[config.mk]
export PLATFORM = sky130hd
export DESIGN_NAME = button_debounce_array
export DESIGN_NICKNAME = d
export VERILOG_FILES = /design/src/rtl/button_pkg.sv /design/src/rtl/button_debounce_ch.sv /design/src/rtl/button_debounce_array.sv
export SDC_FILE = /design/constraint.sdc
export NUM_CORES = 1
export LEC_CHECK = 0
export ABC_AREA = 1
export CORE_ASPECT_RATIO = 0.9
export CORE_UTILIZATION = 25
export CTS_CLUSTER_SIZE = 8
export DETAILED_ROUTE_END_ITERATION = 10
export RECOVER_POWER = 50
export SETUP_SLACK_MARGIN = 0.1
export SYNTH_ARGS = -nofsm -noshare
export SYNTH_HDL_FRONTEND = slang
export SYNTH_HIERARCHICAL = 1
export SYNTH_SLANG_ARGS = --single-unit
[constraint.sdc]
create_clock -name clk -period 1.6 [get_ports clk]
set_input_delay 0.24 -clock clk [delete_from_list [all_inputs] [get_ports clk]]
set_output_delay 0.24 -clock clk [all_outputs]
set_load 0.02 [all_outputs]
[src/rtl/button_pkg.sv]
// rtl/button_pkg.sv - shared state encoding and counter sizing for the button conditioner
package button_pkg;

   typedef enum logic [1:0] {
      ST_LOW,
      ST_CHK_H,
      ST_HIGH,
      ST_CHK_L
   } btn_state_t;

   // Bits needed to hold 0..max_val inclusive, never less than one.
   function automatic int cnt_width(input int max_val);
      return (max_val < 1) ? 1 : $clog2(max_val + 1);
   endfunction

endpackage

[src/rtl/button_debounce_ch.sv]
// rtl/button_debounce_ch.sv - one channel: 2-FF sync, counter debounce, edge pulses
// Long-press hold counter built only when DEBOUNCE_LONG_PRESS_EN is defined.
module button_debounce_ch
   import button_pkg::*;
#(
   parameter int STABLE_CYCLES = 1000,
   parameter int LONG_CYCLES   = 50000
) (
   input  logic clk,
   input  logic rst,
   input  logic sig_in,
   output logic level_out,
   output logic pos_edge,
   output logic neg_edge,
   output logic long_press
);

   localparam int            CW       = cnt_width(STABLE_CYCLES);
   localparam logic [CW-1:0] CNT_LAST = CW'(STABLE_CYCLES - 1);
   localparam bit            ONE_SHOT = (STABLE_CYCLES == 1);

   logic          s1_q, s1_d, s2_q, s2_d;
   btn_state_t    state_q, state_d;
   logic [CW-1:0] cnt_q, cnt_d;
   logic          level_q, level_d;
   logic          pos_q, pos_d, neg_q, neg_d;

   always_comb begin
      s1_d    = sig_in;
      s2_d    = s1_q;
      state_d = state_q;
      cnt_d   = cnt_q;
      level_d = level_q;
      pos_d   = 1'b0;
      neg_d   = 1'b0;
      case (state_q)
         ST_LOW: begin
            if (s2_q) begin
               if (ONE_SHOT) begin
                  state_d = ST_HIGH;
                  level_d = 1'b1;
                  pos_d   = 1'b1;
                  cnt_d   = '0;
               end else begin
                  state_d = ST_CHK_H;
                  cnt_d   = CW'(1);
               end
            end
         end
         ST_CHK_H: begin
            if (!s2_q) begin
               state_d = ST_LOW;
               cnt_d   = '0;
            end else if (cnt_q == CNT_LAST) begin
               state_d = ST_HIGH;
               level_d = 1'b1;
               pos_d   = 1'b1;
               cnt_d   = '0;
            end else begin
               cnt_d = cnt_q + CW'(1);
            end
         end
         ST_HIGH: begin
            if (!s2_q) begin
               if (ONE_SHOT) begin
                  state_d = ST_LOW;
                  level_d = 1'b0;
                  neg_d   = 1'b1;
                  cnt_d   = '0;
               end else begin
                  state_d = ST_CHK_L;
                  cnt_d   = CW'(1);
               end
            end
         end
         ST_CHK_L: begin
            if (s2_q) begin
               state_d = ST_HIGH;
               cnt_d   = '0;
            end else if (cnt_q == CNT_LAST) begin
               state_d = ST_LOW;
               level_d = 1'b0;
               neg_d   = 1'b1;
               cnt_d   = '0;
            end else begin
               cnt_d = cnt_q + CW'(1);
            end
         end
         default: begin
            state_d = ST_LOW;
            cnt_d   = '0;
            level_d = 1'b0;
         end
      endcase
   end

   always_ff @(posedge clk) begin
      if (rst) begin
         s1_q    <= 1'b0;
         s2_q    <= 1'b0;
         state_q <= ST_LOW;
         cnt_q   <= '0;
         level_q <= 1'b0;
         pos_q   <= 1'b0;
         neg_q   <= 1'b0;
      end else begin
         s1_q    <= s1_d;
         s2_q    <= s2_d;
         state_q <= state_d;
         cnt_q   <= cnt_d;
         level_q <= level_d;
         pos_q   <= pos_d;
         neg_q   <= neg_d;
      end
   end

   assign level_out = level_q;
   assign pos_edge  = pos_q;
   assign neg_edge  = neg_q;

`ifdef DEBOUNCE_LONG_PRESS_EN
   localparam int            HW       = cnt_width(LONG_CYCLES);
   localparam logic [HW-1:0] HOLD_MAX = HW'(LONG_CYCLES);

   logic [HW-1:0] hold_q, hold_d;
   logic          long_q, long_d;

   // Counts through a release glitch (ST_CHK_L) and saturates so each press fires once.
   always_comb begin
      hold_d = '0;
      if (state_q == ST_HIGH || state_q == ST_CHK_L) begin
         hold_d = (hold_q == HOLD_MAX) ? hold_q : hold_q + HW'(1);
      end
      long_d = (hold_d == HOLD_MAX) && (hold_q != HOLD_MAX);
   end

   always_ff @(posedge clk) begin
      if (rst) begin
         hold_q <= '0;
         long_q <= 1'b0;
      end else begin
         hold_q <= hold_d;
         long_q <= long_d;
      end
   end

   assign long_press = long_q;
`else
   logic unused_long_cfg;
   assign unused_long_cfg = (LONG_CYCLES > 0);
   assign long_press      = 1'b0;
`endif

endmodule

[src/rtl/button_debounce_array.sv]
// rtl/button_debounce_array.sv - N independent push-button conditioners
// Long-press output active only when DEBOUNCE_LONG_PRESS_EN is defined.
module button_debounce_array
   import button_pkg::*;
#(
   parameter int N_CH          = 4,
   parameter int STABLE_CYCLES = 1000,
   parameter int LONG_CYCLES   = 50000
) (
   input  logic            clk,
   input  logic            rst,
   input  logic [N_CH-1:0] sig_in,
   output logic [N_CH-1:0] level_out,
   output logic [N_CH-1:0] pos_edge,
   output logic [N_CH-1:0] neg_edge,
   output logic [N_CH-1:0] long_press
);

   for (genvar i = 0; i < N_CH; i++) begin : g_ch
      button_debounce_ch #(
         .STABLE_CYCLES (STABLE_CYCLES),
         .LONG_CYCLES   (LONG_CYCLES)
      ) u_ch (
         .clk        (clk),
         .rst        (rst),
         .sig_in     (sig_in[i]),
         .level_out  (level_out[i]),
         .pos_edge   (pos_edge[i]),
         .neg_edge   (neg_edge[i]),
         .long_press (long_press[i])
      );
   end

endmodule
==> impl_metrics.ini <==
[yosys]
synth_area_sq_mm = 0.003593
synth_area_leaders = dfxtp_1 (38%), nand2_1 (14%), nor2_1 (6.3%), inv_1 (6.1%), nand3_1 (5.0%)
syn_nets = 535
synth.largest_area_cell = dfxtp_1
synth_seq_cells = 68
ys_seq_area_frac = 0.3788
synth_top_area_share = 0.3788
syn_inst = 525
avgSynthCellArea_sq_um = 6.845
ys_warn_count = 6
ys_types = 37

[placed_design]
dp_hpwl_um = 5311
dpl_cell_area_sq_mm = 0.004015
dp.cells = 733
gp_congestion = 0.8291
preCtsSetupSlack_ns = -0.005427
portBuffers = 17

[clock_network]
cts_buffers = 9
insertion_delay_ns = 0.34
h-tree-depth = 3
clkSlewWorstSetupHoldPaths_ns = 0.06
cts_root_buf = clkbuf_16
cts_hold_buf = 0
cts_tree = yes
cts.sinks = 68
cts_max_path_buffers = 2

[power_and_ir_drop]
comb_power_share = 0.045
p_switching_uw = 897.8
ir_worst_vdd_uv = 490.7
swShare = 0.2228
leakagePower_uw = 0.001632
clkPwrFrac = 0.523
p_per_area_mw_per_mm2 = 930.1
p_int_uw = 3131
seqPwrFrac = 0.432
total_power_uw = 4029

[worst_setup_path]
cp_slowest_stage_delay_ns = 0.59
worst-path-max-fanout = 1
path_delay_family = buffers and inverters
cp.arrival_ns = 1.22
critPathRequiredTime_ns = 1.36
critPathCaptureType = primary output
cpMaxStageDelayCell = clkdlybuf4s50_1
start_kind = register
crit_buf_inv = 1
worstSetupPathType = reg -> out
crit_chain = clkdlybuf4s50_1

[floorplan]
floorplan.initialDensity = 0.2566
io_pins = 22
die_h_um = 115.7
die_w_um = 128.4
fp.coreArea_sq_mm = 0.01400
die_area_sq_mm = 0.01486
rows = 41

[cells_and_area]
final_nets = 562
layout_commonest_cell = nand2_1
fin_cells = 750
final_cell_mix = nand2_1 (137), dfxtp_1 (63), nor2_1 (59), inv_1 (58), nand3_1 (36)
seqCellArea_sq_mm = 0.001370
area_growth_pct = 20.54
final_area_sq_mm = 0.004332
drive_gt1_frac = 0.1706
n_antenna_cell = 0
multi_input_area_sq_mm = 0.001919
fillers = 1530

[sta]
final_max_slew_viol_count = 0
finalWorstSetupSlack_ns = 0.1363
finalSetupViolCount = 0
max_freq_mhz = 683.2
hold_viol_final = 0
rsz0062_at_grt = yes
holdWs_ns = 0.4055
finalCriticalPeriod_ns = 1.464
fin_worst_skew_ns = 0.005197
period_share = 0.9148

[run_status]
status = finished, final reports clean

[detailed_routing]
vias = 3212
drt_iter0_drc = 232
drc_errors = 0
wl_per_cell_um = 10.05
antenna_left = 0
routed_wl_um = 7538
via_per_inst = 4.283
first_pass_iters = 5

[flow_run]
drv_cap = 0

[global_route]
grt_max_degree = 29
grt_pass1_wl_um = 13370
grt.overflow.total = 0
grt_util_all_layers = 0.1137
grt_pass1_vias = 2900
antenna_found_initial = 0

[min_path]
hp-class = reg -> reg
-- worst min-delay path, stage by stage, from the launching register on --
cell,delay [ns]
dfxtp_1,0.29
inv_1,0.04
nor2_1,0.03
-- logic make-up after synthesis --
family,count (synthesis),synth area share
other cells,4,0.004177
compound gates,67,0.1118
fa+ha+maj,4,0.01393
buf+inv,81,0.09366
flops,68,0.3788
simple gates,301,0.3976
-- through the flow --
stage / utilization / TNS [ns]
3_5_place_dp: 0.2867 / -0.005427
3_3_place_gp: 0.2867 / 0
4_1_cts: 0.3095 / 0
2_1_floorplan: - / 0
6_report: 0.3093 / 0
5_1_grt: 0.3093 / 0
-- repair_timing --
item                                    4_1_cts  5_1_grt
pin swaps                                     0        3
gates resized for setup                       7       20
endpoints found under the setup margin       11       37
setup buffers                                 1        0
-- cells in the mapped netlist --
cell,n
inv_2,7
o21bai_1,4
nor2_2,12
ha_1,4
and3_1,1
nor2_4,6
nand3_2,7
nand4_1,15
and2_1,1
clkinv_1,3
o21ai_1,7
nand2_1,135
clkinv_4,1
nand3b_1,1
o21ai_4,1
nor3_2,2
inv_1,58
o21ai_2,1
a21oi_1,24
a31oi_1,1
o22ai_1,1
inv_4,4
dfxtp_1,68
o31ai_1,1
nor2_1,60
nand2_2,16
o221ai_1,1
conb_1,4
nor3_1,5
a21oi_2,8
o21ai_0,17
clkbuf_1,2
buf_4,4
nand2_4,4
nand3_1,36
o211ai_1,1
buf_2,2
-- power by group through the flow --
stage	combinational, uW	sequential [uW]	clock (uW)
after CTS	185	1740	2160
after global routing	203	1740	2250
after global placement	185	1780	0
after detailed placement	184	1780	0
final	181	1740	2110
after floorplan	127	1770	0
-- sequential cells by signal, indices dropped and copies added (netlist names), named ones only --
register             cells
g_ch.u_ch/pos_edge       4
g_ch.u_ch/state_q        4
g_ch.u_ch/level_out      4
g_ch.u_ch/s1_q           4
g_ch.u_ch/s2_q           4
g_ch.u_ch/neg_edge       4
g_ch.u_ch/cnt_q         40
-- worst paths after layout --
kind	from	end	slack [ns]	cells after the start
max reg2reg	g_ch[0].u_ch/s2_q$_SDFF_PP0_	g_ch[0].u_ch/cnt_q[8]$_SDFFE_PP0P_	0.16	11
min reg2reg	g_ch[2].u_ch/s1_q$_SDFF_PP0_	g_ch[2].u_ch/s2_q$_SDFF_PP0_	0.41	2
min	g_ch[2].u_ch/s1_q$_SDFF_PP0_	g_ch[2].u_ch/s2_q$_SDFF_PP0_	0.41	2
max	g_ch[3].u_ch/neg_edge$_SDFF_PP0_	neg_edge[3]	0.14	1
-- routing by layer --
layer,wire (um),track usage
met5,0,0
met4,104,0.04000
met3,358,0.03740
met2,3123,0.1679
met1,3951,0.1543
-- area by class of cell --
class | instances | area share
multi-input combinational | 376 | 0.4431
timing repair buffer | 24 | 0.04506
clock buffer | 9 | 0.05199
clock inverter | 7 | 0.02109
sequential | 68 | 0.3163
inverter | 73 | 0.06672
tap | 193 | 0.05575
(Power assumes the default switching activity.)
